<file path="config.mk">
export PLATFORM = sky130hd
export DESIGN_NAME = windowed_watchdog
export DESIGN_NICKNAME = d
export VERILOG_FILES = /design/src/rtl/windowed_watchdog.sv
export SDC_FILE = /design/constraint.sdc
export NUM_CORES = 1
export LEC_CHECK = 0
export BUFFER_PORTS_ARGS = -buffer_cell sky130_fd_sc_hd__clkbuf_2
export CAP_MARGIN = 10
export CORE_ASPECT_RATIO = 0.9
export CORE_UTILIZATION = 55
export CTS_BUF_LIST = sky130_fd_sc_hd__clkbuf_8
export DETAILED_ROUTE_END_ITERATION = 8
export PLACE_DENSITY = 0.86
export SETUP_SLACK_MARGIN = 0.2
export SYNTH_ARGS = -nofsm -noshare
export SYNTH_HDL_FRONTEND = slang
export SYNTH_SLANG_ARGS = --single-unit
export TNS_END_PERCENT = 20
</file>
<file path="constraint.sdc">
create_clock -name clk -period 3.8 [get_ports clk]
set_clock_uncertainty 0.15 [all_clocks]
set_input_delay 0.38 -clock clk [delete_from_list [all_inputs] [get_ports clk]]
set_output_delay 0.38 -clock clk [all_outputs]
set_load 0.02 [all_outputs]
</file>
<file path="src/rtl/windowed_watchdog.sv">
// Windowed watchdog: prescaled tick counter with early-service window, pre-timeout warning and config lock.
// Latency: count/state/flags update on the clock edge after the cause; warn lags count>=A by one cycle.
// Backpressure: none; service is a kick sampled every clock, en/cfg_we only honoured while idle.
module windowed_watchdog #(
  parameter int CNT_WIDTH      = 16,
  parameter int PRESCALE_WIDTH = 8
) (
  input  logic                      clk,
  input  logic                      rst,
  input  logic                      cfg_we,
  input  logic [CNT_WIDTH-1:0]      cfg_timeout,
  input  logic [CNT_WIDTH-1:0]      cfg_window,
  input  logic [CNT_WIDTH-1:0]      cfg_warn,
  input  logic [PRESCALE_WIDTH-1:0] cfg_prescale,
  input  logic                      en,
  input  logic                      service,
  output logic [CNT_WIDTH-1:0]      count,
  output logic [1:0]                state,
  output logic                      warn,
  output logic                      timeout,
  output logic                      early_err,
  output logic                      cfg_err
);

  typedef enum logic [1:0] {
    ST_IDLE  = 2'd0,
    ST_RUN   = 2'd1,
    ST_FIRED = 2'd2
  } state_t;

  // Architectural state
  state_t                    state_q,     state_d;
  logic [CNT_WIDTH-1:0]      count_q,     count_d;
  logic [PRESCALE_WIDTH-1:0] presc_q,     presc_d;
  logic                      timeout_q,   timeout_d;
  logic                      early_q,     early_d;
  logic                      cfg_err_q,   cfg_err_d;
  logic                      warn_q,      warn_d;

  // Configuration registers (frozen outside IDLE)
  logic [CNT_WIDTH-1:0]      t_q, t_d;
  logic [CNT_WIDTH-1:0]      w_q, w_d;
  logic [CNT_WIDTH-1:0]      a_q, a_d;
  logic [PRESCALE_WIDTH-1:0] p_q, p_d;

  // Config values the start check sees: a same-cycle write wins over the stored copy
  logic [CNT_WIDTH-1:0]      eff_t, eff_w, eff_a;
  logic                      cfg_ok;

  // Per-cycle run conditions
  logic                      tick;
  logic                      svc_legal;
  logic                      svc_early;
  logic                      at_terminal;

  // Derive the start-legality check and the run-time event flags
  always_comb begin
    eff_t       = cfg_we ? cfg_timeout : t_q;
    eff_w       = cfg_we ? cfg_window  : w_q;
    eff_a       = cfg_we ? cfg_warn    : a_q;
    cfg_ok      = (eff_w <= eff_t) && (eff_a <= eff_t);
    tick        = (presc_q == p_q);
    svc_legal   = service && (count_q >= w_q);
    svc_early   = service && (count_q <  w_q);
    // count can never exceed T, so >= is just a defensive form of ==
    at_terminal = (count_q >= t_q);
  end

  // Next-state and next-register logic for the watchdog FSM
  always_comb begin
    state_d   = state_q;
    count_d   = count_q;
    presc_d   = presc_q;
    timeout_d = timeout_q;
    early_d   = early_q;
    cfg_err_d = cfg_err_q;
    warn_d    = 1'b0;
    t_d       = t_q;
    w_d       = w_q;
    a_d       = a_q;
    p_d       = p_q;

    case (state_q)
      ST_IDLE: begin
        if (cfg_we) begin
          t_d = cfg_timeout;
          w_d = cfg_window;
          a_d = cfg_warn;
          p_d = cfg_prescale;
        end
        if (en) begin
          if (cfg_ok) begin
            state_d   = ST_RUN;
            count_d   = '0;
            presc_d   = '0;
            cfg_err_d = 1'b0;
          end else begin
            cfg_err_d = 1'b1;
          end
        end
      end

      ST_RUN: begin
        if (svc_legal) begin
          // A legal kick restarts the whole period, even on a firing tick
          count_d = '0;
          presc_d = '0;
        end else if (svc_early) begin
          // Kick before the window opened: fire, count freezes where it was
          state_d   = ST_FIRED;
          timeout_d = 1'b1;
          early_d   = 1'b1;
        end else begin
          presc_d = tick ? '0 : presc_q + 1'b1;
          if (tick) begin
            if (at_terminal) begin
              state_d   = ST_FIRED;
              timeout_d = 1'b1;
            end else begin
              count_d = count_q + 1'b1;
            end
          end
          // Warning only persists while we stay in RUN without a restart
          warn_d = (state_d == ST_RUN) && (count_q >= a_q);
        end
      end

      ST_FIRED: begin
        // Absorbing: only reset leaves this state
      end

      default: begin
        state_d = ST_IDLE;
      end
    endcase
  end

  // State and configuration registers with asynchronous reset
  always_ff @(posedge clk or posedge rst) begin
    if (rst) begin
      state_q   <= ST_IDLE;
      count_q   <= '0;
      presc_q   <= '0;
      timeout_q <= 1'b0;
      early_q   <= 1'b0;
      cfg_err_q <= 1'b0;
      warn_q    <= 1'b0;
      t_q       <= '1;
      w_q       <= '0;
      a_q       <= '1;
      p_q       <= '0;
    end else begin
      state_q   <= state_d;
      count_q   <= count_d;
      presc_q   <= presc_d;
      timeout_q <= timeout_d;
      early_q   <= early_d;
      cfg_err_q <= cfg_err_d;
      warn_q    <= warn_d;
      t_q       <= t_d;
      w_q       <= w_d;
      a_q       <= a_d;
      p_q       <= p_d;
    end
  end

  assign count     = count_q;
  assign state     = state_q;
  assign warn      = warn_q;
  assign timeout   = timeout_q;
  assign early_err = early_q;
  assign cfg_err   = cfg_err_q;

endmodule

</file>
==> results of run 1 <==
==> layer usage <==
metal	vias to the layer above	track usage, %	routed length [microns]
met4	0	9.80	389
met1	2668	41.6	7560
met3	32	6.59	1180
met2	207	45.7	7640
met5	-	0	0
li1	2606	-	-
==> critical path, delay by kind of cell, from the launching register on <==
kind                     cells  cell delay (ns)
adder cells (fa/ha/maj)      1             0.33
AND/OR/NAND/NOR              1             0.49
AO/OA/AOI/OAI                6             1.51
flip-flops                   1             0.63
==> Yosys cell counts (3+ instances only) <==
cell | count | area [sq um]
nand2_1 | 100 | 375
o21ai_0 | 86 | 430
ha_1 | 82 | 1030
inv_1 | 58 | 218
dfrtp_1 | 54 | 1350
a21oi_1 | 34 | 170
dfstp_2 | 32 | 841
nor2_1 | 21 | 78.8
mux2i_1 | 18 | 180
nand3_1 | 18 | 90.1
clkbuf_1 | 17 | 63.8
a31oi_4 | 16 | 340
nand4_1 | 14 | 87.6
mux2_2 | 13 | 146
a21o_1 | 10 | 75.1
xor2_1 | 8 | 70.1
and3_1 | 6 | 37.5
nor4_1 | 6 | 37.5
a31oi_1 | 5 | 31.3
nand2b_1 | 5 | 31.3
nor2b_1 | 4 | 25.0
o21a_1 | 4 | 30.0
a211o_1 | 3 | 26.3
a211oi_1 | 3 | 22.5
a221oi_1 | 3 | 26.3
a41oi_1 | 3 | 26.3
o211ai_1 | 3 | 22.5
o31ai_1 | 3 | 22.5
==> flip-flops by register name, indices dropped and copies added, names as in the netlist <==
register   count
warn           1
w_q           16
early_err      1
timeout        1
cfg_err        1
count         16
a_q           16
presc_q        8
state          2
p_q            8
t_q           16
==> through the flow <==
step	worst slack, ns	std cells	area [sq um]	hold WS, ns
finish	0.603	922	7170	0.0520
global route	0.331	922	7170	0.0442
CTS	0.670	922	7170	0.0377
detailed placement	0.478	905	6980	0.245
global placement	0.536	905	6980	0.221
floorplan	0.217	681	6420	0.336
==> worst max path at each step <==
stage	depth (start not counted)	endpoint	start
2_1_floorplan	13	count[4]$_DFFE_PP0P_	cfg_we
3_3_place_gp	11	presc_q[1]$_DFFE_PP0P_	cfg_we
3_5_place_dp	11	presc_q[1]$_DFFE_PP0P_	cfg_we
4_1_cts	8	count[14]$_DFFE_PP0P_	count[7]$_DFFE_PP0P_
5_1_grt	8	count[14]$_DFFE_PP0P_	count[7]$_DFFE_PP0P_
6_report	8	count[14]$_DFFE_PP0P_	count[7]$_DFFE_PP0P_
==> area by class of cell <==
class                   count  area share [%]
clock inverters             7           0.716
flip-flops and latches     86            30.6
repair buffers             96            7.58
multi-input cells         510            53.6
inverters                  58            3.06
clock buffers               9            1.73
well taps                 156            2.72
==> kinds of logic after synthesis <==
| logic type | count (synthesis) |
|---|---|
| simple gates | 192 |
| fa+ha+maj | 82 |
| xor+xnor | 8 |
| buf+inv | 85 |
| mux | 32 |
| flops | 86 |
| compound gates | 196 |
==> where the power goes <==
group | switching (uW) | leakage [uW] | total (uW) | internal (uW)
sequential | 245 | 0.00103 | 1620 | 1370
clock | 375 | 0.0000914 | 616 | 241
combinational | 1330 | 0.00230 | 2170 | 839
total | 1950 | 0.00342 | 4410 | 2450
==> out/metrics.yaml, run 1 <==
run_status:
  outcome: "finished clean"
yosys:
  syn_avg_cell_area_sq_um: 9.43
  synth_nets: 824
  ys_seq_area_share_pct: 34.2
  yosys.area_share.xor_xnor_pct: 1.09
  synth_ff_type: "dfrtp_1"
  synthArstFlopShare_pct: 100
  ys_ff_latch: 86
  synth_area_sq_um: 6420
  synth.area.mux_share_pct: 5.44
  synth_cells: 681
  ys_types: 69
  yosys.area_share.simple_pct: 14.1
  synth_edf_count: 0
  synth-adder-area-share_pct: 16.0
  synth_top_family_by_area: "compound AO/OA/AOI/OAI gates"
  synth-compound-area-share_pct: 23.2
  yosysWarnings: 0
floorplan:
  start_util_pct: 56.4
  dieArea_sq_um: 12100
  die_h_microns: 104
  fp.coreArea_sq_um: 11400
  std_cell_rows: 37
  die_w_microns: 116
  io_pins: 83
global_routing:
  grt_pass1_vias: 5473
  grt_max_degree: 57
  grt.overflow.total: 0
  antenna_found_initial: 0
  grt_first_pass_wirelength_mm: 27.6
  grtUsageTotal_pct: 29.9
critical_path:
  cp_max_fo: 14
  reg2reg_from: "count[7]$_DFFE_PP0P_"
  crit_chain: "ha_1 -> a21oi_1 -> o21bai_1 -> a2111oi_4 -> o211ai_4 -> nor3_4 -> a41oi_1 -> a31oi_4"
  critical_path_class: "register to register"
  r2r-end: "count[14]$_DFFE_PP0P_"
  cp_slowest_cell: "dfrtp_1"
  arrival_ns: 3.36
  ff2ff_path_depth: 8
  max_stage_delay_ns: 0.63
  rrSetupSlack_ns: 0.60
  end_kind: "register"
  start_kind: "register"
  cp.required_ns: 3.96
sta:
  slew_headroom_pct: 50.9
  hold_violations: 0
  worst_slew_pin_slew_ns: 0.737
  setup_viol: 0
  fin_crit_ns: 3.20
  finalSetupTns_ns: 0
  rsz0062_at_grt: "no"
  fmax_ghz: 0.313
  slew_violations: 0
  fin_crit_sh_pct: 84.1
placement:
  hpwlAfterDp_mm: 13.2
  numPortBuffers: 82
  gp_congestion: 0.913
worst_hold_path:
  min_from: "cfg_warn[15]"
  min_to: "a_q[15]$_DFFE_PP1P_"
  hp-class: "input pin to register"
  hold_path_depth: 3
detailed_routing:
  finalWirelength_mm: 16.8
  postRouteAntennaNets: 0
  drt_iter0_markers: 510
  via_per_inst: 5.98
  wl_per_cell_microns: 18.2
  vias: 5513
  drt_pre_antenna_iters: 5
  drc: 0
finish:
  regArea_sq_um: 2190
  finish.utilization_pct: 62.9
  synthToLayoutAreaGrowth_pct: 11.6
  final_common_cell: "nand2_1"
  layout-drive-gt1-share_pct: 26.0
  nNetsFinal: 904
  nFillCells: 954
  multiInputGateArea_sq_um: 3840
  layout_common_cells: "nand2_1, o21ai_0, ha_1, clkbuf_2, inv_1"
  diodes: 0
cts:
  cts_buffers: 9
  postCtsSetupBuffers: 0
  cts-resized-gates: 0
  cts_tree: "built"
  clkTransAtPathRegs_ns: 0.10
  cts_num_sinks: 86
  clock_latency_ns: 0.39
  cts_max_level: 3
  ctsHoldBuffers: 1
  clk_path_buf_depth: 2
  cts_root_buffer: "clkbuf_8"
power:
  powerDensity_nw_per_um2: 615
  power_leakage_uw: 0.00342
  power.total_uw: 4410
  ir_worst_vdd_v: 0.000353
flow_run:
  max_cap_viol_count: 0
(Power assumes the default switching activity.)
==> run 2, diff against run 1 <==
PLACE_DENSITY = 0.89   (was 0.86)
clock period = 2.8 ns   (was 3.8 ns; I/O delays follow)
==> run 2 against run 1 <==
  * Highest routed layer unchanged
  * Sequential share of layout area decreased by 5.0 points
  * Setup slack got worse by 0.95 ns
  * Critical path depth increased by 4
  * The run now ends with hold timing, setup timing left
  * Utilization increased by 12 points
  * Critical endpoint is now count[2]$_DFFE_PP0P_
==> out/metrics.yaml, run 2 (synthesis gave the netlist of run 1 again) <==
global_routing:
  antenna_found_initial: 0  # unchanged
  grt_pass1_vias: 6333  # +16%
  grt.overflow.total: 0  # unchanged
  grt_max_degree: 48  # -16%
  grtUsageTotal_pct: 34.8  # +4.9 points
  grt_first_pass_wirelength_mm: 32.3  # +17%
critical_path:
  critical_path_class: "register to register"
  cp_slowest_cell: "dfstp_2"
  crit_chain: "mux2i_1 -> buf_4 -> ha_1 -> nor2b_1 -> o211ai_1 -> a21o_1 -> a2111oi_1 -> a211o_4 -> o21ai_4 -> buf_12 -> clkbuf_16 -> a31oi_4"
  cp_max_fo: 4  # -10
  start_kind: "register"
  max_stage_delay_ns: 0.55  # -0.08 ns
  cp.required_ns: 2.98  # -0.98 ns
  end_kind: "register"
  arrival_ns: 3.32  # -0.04 ns
flow_run:
  max_cap_viol_count: 0  # unchanged
cts:
  cts_num_sinks: 86  # unchanged
  cts_tree: "built"
  cts_root_buffer: "clkbuf_8"
  cts_buffers: 9  # unchanged
  clk_path_buf_depth: 2  # unchanged
  clock_latency_ns: 0.40  # about the same
  cts_max_level: 3  # unchanged
  clkTransAtPathRegs_ns: 0.11  # about the same
power:
  p_sw_uw: 3330  # +71%
  power.internal_uw: 4290  # +75%
  power.total_uw: 7630  # +73%
  power_leakage_uw: 0.00404  # +18%
  combPwrFrac_pct: 57.3  # +8.0 points
  ir_worst_vdd_v: 0.000622  # +76%
  powerDensity_nw_per_um2: 891  # +45%
  swShare_pct: 43.7  # -0.63 points
  seqPwrFrac_pct: 28.8  # -7.9 points
  p_clk_share_pct: 13.9  # about the same
sta:
  fin_crit_ns: 3.14  # -0.0548 ns
  hold_ws_ns: -0.00796  # -0.0600 ns
  slew_headroom_pct: 49.8  # -1.0 points
  rsz0062_at_grt: "yes"
  fin_crit_sh_pct: 112  # +28 points
  setup_viol: 26  # +26
  fmax_ghz: 0.318  # +1.7%
  finalWorstSetupSlack_ns: -0.342  # -0.945 ns
  slew_violations: 0  # unchanged
  worst_slew_pin_slew_ns: 0.751  # +0.0143 ns
  hold_violations: 2  # +2
floorplan:
  start_util_pct: 56.4  # unchanged
  die_w_microns: 116  # unchanged
  dieArea_sq_um: 12100  # unchanged
  std_cell_rows: 37  # unchanged
  fp.coreArea_sq_um: 11400  # unchanged
  io_pins: 83  # unchanged
  die_h_microns: 104  # unchanged
worst_hold_path:
  hp-class: "input pin to register"
placement:
  dp.cells: 971  # +7.3%
  hpwlAfterDp_mm: 13.4  # +1.4%
  numPortBuffers: 82  # unchanged
  gp_congestion: 0.936  # +2.5%
  dp_slack_ns: -0.453  # -0.931 ns
finish:
  diodes: 0  # unchanged
  layout-drive-gt1-share_pct: 35.3  # +9.3 points
  nNetsFinal: 1028  # +14%
  fin_cells: 1046  # +13%
  final_common_cell: "nand2_1"
  synthToLayoutAreaGrowth_pct: 33.4
  layout_common_cells: "nand2_1, buf_4, clkbuf_2"
run_status:
  violations: "hold timing, setup timing"
  outcome: "finished, violations left"
detailed_routing:
  drt_pre_antenna_iters: 6  # +1
  wl_per_cell_microns: 22.0  # +21%
  postRouteAntennaNets: 0  # unchanged
  via_per_inst: 6.44  # +7.7%
  vias: 6738  # +22%
  drc: 0  # unchanged
  drt_iter0_markers: 1036  # +100%
  finalWirelength_mm: 23.0  # +37%
run 2: layout make-up:
type	instances	area, sq um
sequential	86	2190
timing repair buffer	220	1670
tap	156	195
inverter	58	219
fill	702	2820
multi-input combinational	510	4060
clock buffer	9	124
clock inverter	7	104
run 2: final timing paths:
check	startpoint	endpoint	slack [ns]	cells past startpoint
setup / recovery	t_q[1]$_DFFE_PP1P_	count[2]$_DFFE_PP0P_	-0.34	12
min in group asynchronous	rst	p_q[7]$_DFFE_PP0P_	0.37	3
max in group asynchronous	rst	a_q[15]$_DFFE_PP1P_	1.36	4
setup reg to reg	t_q[1]$_DFFE_PP1P_	count[2]$_DFFE_PP0P_	-0.34	12
hold reg to reg	timeout$_DFFE_PP0P_	timeout$_DFFE_PP0P_	0.33	1
hold / removal	cfg_warn[0]	a_q[0]$_DFFE_PP1P_	-0.008	2
run 2: worst max-delay path: cells and delay by family, from the launching register on:
| kind | cells | cell delay, ns |
|---|---|---|
| AO/OA/AOI/OAI | 6 | 1.28 |
| adder cells (fa/ha/maj) | 1 | 0.31 |
| buffers and inverters | 3 | 0.45 |
| flip-flops | 1 | 0.55 |
| multiplexers | 1 | 0.11 |
| AND/OR/NAND/NOR | 1 | 0.23 |
run 2: power by group through the flow:
stage | Combinational, uW | Sequential, uW | Clock [uW]
final | 4370 | 2200 | 1060
after CTS | 3650 | 2140 | 1030
after global placement | 3270 | 2130 | 0
after floorplan | 2180 | 2170 | 0
after detailed placement | 3430 | 2160 | 0
after global routing | 4640 | 2230 | 1110
run 2: per-layer routing:
layer	vias to the layer above	track usage [%]	part of all wire [%]
met5	-	0	0
met4	0	15.1	6.7
met3	184	6.88	11
met2	583	56.0	46
met1	3125	45.0	37
li1	2846	-	-
run 2: what timing repair did:
action / in CTS / in global routing
hold buffers: 46 / 0
endpoints found under the hold margin: 62 / 0
setup endpoints to repair: 27 / 29
pin swaps: 18 / 23
buffers inserted: 5 / 6
gates resized for setup: 10 / 45
gates cloned: 1 / 1
run 2: metrics by stage:
stage / util, % / setup TNS [ns] / cell area, sq um
finish: 75.2 / -7.17 / 8560
detailed placement: 65.9 / -10.32 / 7510
global route: 75.2 / -11.50 / 8560
CTS: 72.8 / -0.971 / 8290
floorplan: - / -2.82 / 6490
global placement: 65.9 / -7.82 / 7510
==> run 3, diff against run 2 <==
ABC_AREA = 1   (was default)
==> run 3 against run 2 <==
  * The flow now finishes without violations
  * Maximum frequency up 16%
  * Combinational power down 24%
  * Largest cell class unchanged
  * Final cell count up 8.7%
==> out/metrics.yaml, run 3 <==
yosys:
  syn_avg_cell_area_sq_um: 7.72  # -18%
  synth_top_family_by_area: "simple AND/OR/NAND/NOR gates"
  yosysWarnings: 0  # unchanged
  synth_top_area_share_pct: 20.5  # -0.57 points
  yosys.area_share.xor_xnor_pct: 1.73  # +0.63 points
  synth_cells: 855  # +26%
  synth-adder-area-share_pct: 15.6  # -0.43 points
  synth.area.mux_share_pct: 1.37  # -4.1 points
  synthArstFlopShare_pct: 100  # unchanged
  synth_edf_count: 0  # unchanged
  synth_area_leaders: "dfrtp_1, ha_1, dfstp_2"
  ys_seq_area_share_pct: 33.2  # -0.93 points
  synth_area_sq_um: 6600  # +2.8%
  yosys.area_share.simple_pct: 26.4  # +12 points
  synth_ff_type: "dfrtp_1"
  ys_ff_latch: 86  # unchanged
  synth_nets: 998  # +21%
  synth_commonest_cells: "nand2_1, o21ai_0, inv_1, ha_1, dfrtp_1"
  synth-compound-area-share_pct: 13.7  # -9.5 points
  synth_most_common_cell: "nand2_1"
  ys_types: 45  # -35%
  yosysTopAreaCell: "dfrtp_1"
global_routing:
  grt.overflow.total: 0  # unchanged
  grt_max_degree: 62  # +29%
  antenna_found_initial: 0  # unchanged
  grtUsageTotal_pct: 28.9  # -5.9 points
  grt_pass1_vias: 5918  # -6.6%
  grt_first_pass_wirelength_mm: 28.2  # -13%
worst_hold_path:
  hp-class: "input pin to register"
critical_path:
  arrival_ns: 2.90  # -0.42 ns
  start_kind: "input pin"
  cp_slowest_cell: "dlygate4sd3_1"
  critical_path_class: "input pin to register"
  end_kind: "register"
  critPathBufInv: 5  # +2
  crit_chain: "dlygate4sd3_1 -> clkbuf_2 -> inv_1 -> nand2_1 -> o21ai_0 -> buf_4 -> ha_1 -> nand4_1 -> nor3_4 -> nand4_1 -> nand2_2 -> nand2_2 -> nand2_4 -> nand2_8 -> nor2_8 -> buf_4 -> nand3_1 -> nand2_1"
  cp_max_fo: 4  # unchanged
  max_stage_delay_ns: 0.53  # -0.02 ns
  cp.required_ns: 2.98  # about the same
  critPathTopFamily: "simple AND/OR/NAND/NOR gates"
sta:
  worst_slew_pin_slew_ns: 0.755  # +0.00345 ns
  fmax_ghz: 0.369  # +16%
  slew_violations: 0  # unchanged
  rsz0062_at_grt: "yes"
  fin_crit_ns: 2.71  # -0.429 ns
  slew_headroom_pct: 49.6  # -0.23 points
  finalSetupTns_ns: 0  # +7.17 ns
  finalWorstSetupSlack_ns: 0.0870  # +0.429 ns
  fin_crit_sh_pct: 96.9  # -15 points
  hold_violations: 0  # -2
  setup_viol: 0  # -100%
floorplan:
  die_h_microns: 106  # +1.4%
  std_cell_rows: 37  # unchanged
  fp.coreArea_sq_um: 11600  # +1.6%
  io_pins: 83  # unchanged
  die_w_microns: 117  # +1.4%
  dieArea_sq_um: 12400  # +2.7%
  start_util_pct: 57.0  # +0.64 points
cts:
  clkTransAtPathRegs_ns: 0.10  # about the same
  clock_latency_ns: 0.39  # about the same
  cts_max_level: 3  # unchanged
  cts_tree: "built"
  cts_root_buffer: "clkbuf_8"
  cts_num_sinks: 86  # unchanged
  clk_path_buf_depth: 2  # unchanged
  cts_buffers: 9  # unchanged
finish:
  nFillCells: 880  # +25%
  regArea_sq_um: 2190  # +0.11%
  stdcell_area_sq_um: 8020  # -6.4%
  multiInputGateArea_sq_um: 4080  # +0.59%
  fin_cells: 1137  # +8.7%
  layout-drive-gt1-share_pct: 26.3  # -9.0 points
  nNetsFinal: 1119  # +8.9%
  layout_common_cells: "nand2_1, inv_1, o21ai_0"
  final_common_cell: "nand2_1"
  synthToLayoutAreaGrowth_pct: 21.5
  diodes: 0  # unchanged
power:
  ir_worst_vdd_v: 0.000378  # -39%
  power_leakage_uw: 0.00402  # -0.48%
  power.total_uw: 6360  # -17%
  powerDensity_nw_per_um2: 794  # -11%
placement:
  gp_congestion: 0.904  # -3.4%
  dpl_cell_area_sq_um: 7350  # -2.1%
  dp.cells: 1097  # +13%
  numPortBuffers: 82  # unchanged
  hpwlAfterDp_mm: 13.0  # -3.0%
  dp_slack_ns: -0.160  # +0.293 ns
detailed_routing:
  finalWirelength_mm: 18.5  # -20%
  wl_per_cell_microns: 16.3  # -26%
  via_per_inst: 5.66  # -12%
  drc: 0  # unchanged
  vias: 6435  # -4.5%
  drt_pre_antenna_iters: 5  # -1
  drt_iter0_markers: 712  # -31%
  postRouteAntennaNets: 0  # unchanged
flow_run:
  max_cap_viol_count: 0  # unchanged
run_status:
  outcome: "finished clean"
-- run 3: cell types whose count changed in the layout (fill, tap and decap cells not counted), moves of 10 or more --
cell	delta
nand2_1	+115
dlygate4sd3_1	-29
mux2i_1	-11
nor2_1	+17
xnor2_1	+10
buf_4	-54
o21ai_0	+17
nand3_2	+16
nand2_2	+17
mux2_2	-11
inv_1	+45
a31oi_4	-16
-- run 3: power breakdown --
part | switching, uW | leakage, uW | total (uW) | internal [uW]
clock network | 521 | 0.000106 | 946 | 425
registers | 275 | 0.00103 | 2100 | 1820
logic | 2060 | 0.00288 | 3320 | 1270
total | 2850 | 0.00402 | 6360 | 3510
-- run 3: final timing paths --
check	startpoint	to	slack (ns)	cells after the start
worst max register to register	w_q[11]$_DFFE_PP0P_	count[5]$_DFFE_PP0P_	0.10	14
worst max-delay path	cfg_timeout[8]	count[5]$_DFFE_PP0P_	0.09	18
min in group asynchronous	rst	presc_q[6]$_DFFE_PP0P_	0.38	3
worst min-delay path	cfg_timeout[6]	t_q[6]$_DFFE_PP1P_	0.02	3
max in group asynchronous	rst	a_q[10]$_DFFE_PP1P_	1.35	4
worst min register to register	early_err$_DFFE_PP0P_	early_err$_DFFE_PP0P_	0.34	1
-- run 3: area by class of cell --
cell class              count  area share [%]
multi-input cells         637            50.9
repair buffers            135            11.7
clock inverters             7            1.01
inverters                 107            5.06
clock buffers               9            1.55
flip-flops and latches     86            27.4
well taps                 156            2.43
-- run 3: what timing repair did --
| action | CTS | global route |
|---|---|---|
| pin swaps | 8 | 14 |
| resized for setup | 10 | 51 |
| buffers inserted | 0 | 5 |
| endpoints found under the hold margin | 54 | 1 |
| hold buffers | 16 | 1 |
| setup endpoints to repair | 21 | 24 |
| cloned | 1 | 1 |
-- run 3: kinds of logic after synthesis --
family,Yosys count
AO/OA/AOI/OAI,169
XOR/XNOR,13
AND/OR/NAND/NOR,364
adder cells (fa/ha/maj),82
buffers and inverters,133
flip-flops,86
multiplexers,8
-- run 3: per-layer routing --
layer | vias to the layer above | track usage, % | wire length, microns
li1 | 3048 | - | -
met1 | 2977 | 37.6 | 7740
met2 | 335 | 46.7 | 8580
met3 | 75 | 5.26 | 1390
met4 | 0 | 13.7 | 801
met5 | - | 0 | 0
-- run 3: through the flow --
| stage | hold WS [ns] | util [%] |
|---|---|---|
| 5_1_grt | 0.0167 | 69.3 |
| 3_3_place_gp | 0.265 | 63.5 |
| 3_5_place_dp | 0.271 | 63.5 |
| 4_1_cts | 0.00169 | 66.9 |
| 2_1_floorplan | 0.261 | - |
| 6_report | 0.0151 | 69.3 |
-- run 3: worst register-to-register path, delay by kind of cell, from the launching register on --
kind	cells	cell delay, ns
AND/OR/NAND/NOR	8	0.83
AO/OA/AOI/OAI	3	0.81
flip-flops	1	0.33
adder cells (fa/ha/maj)	1	0.30
buffers and inverters	2	0.24
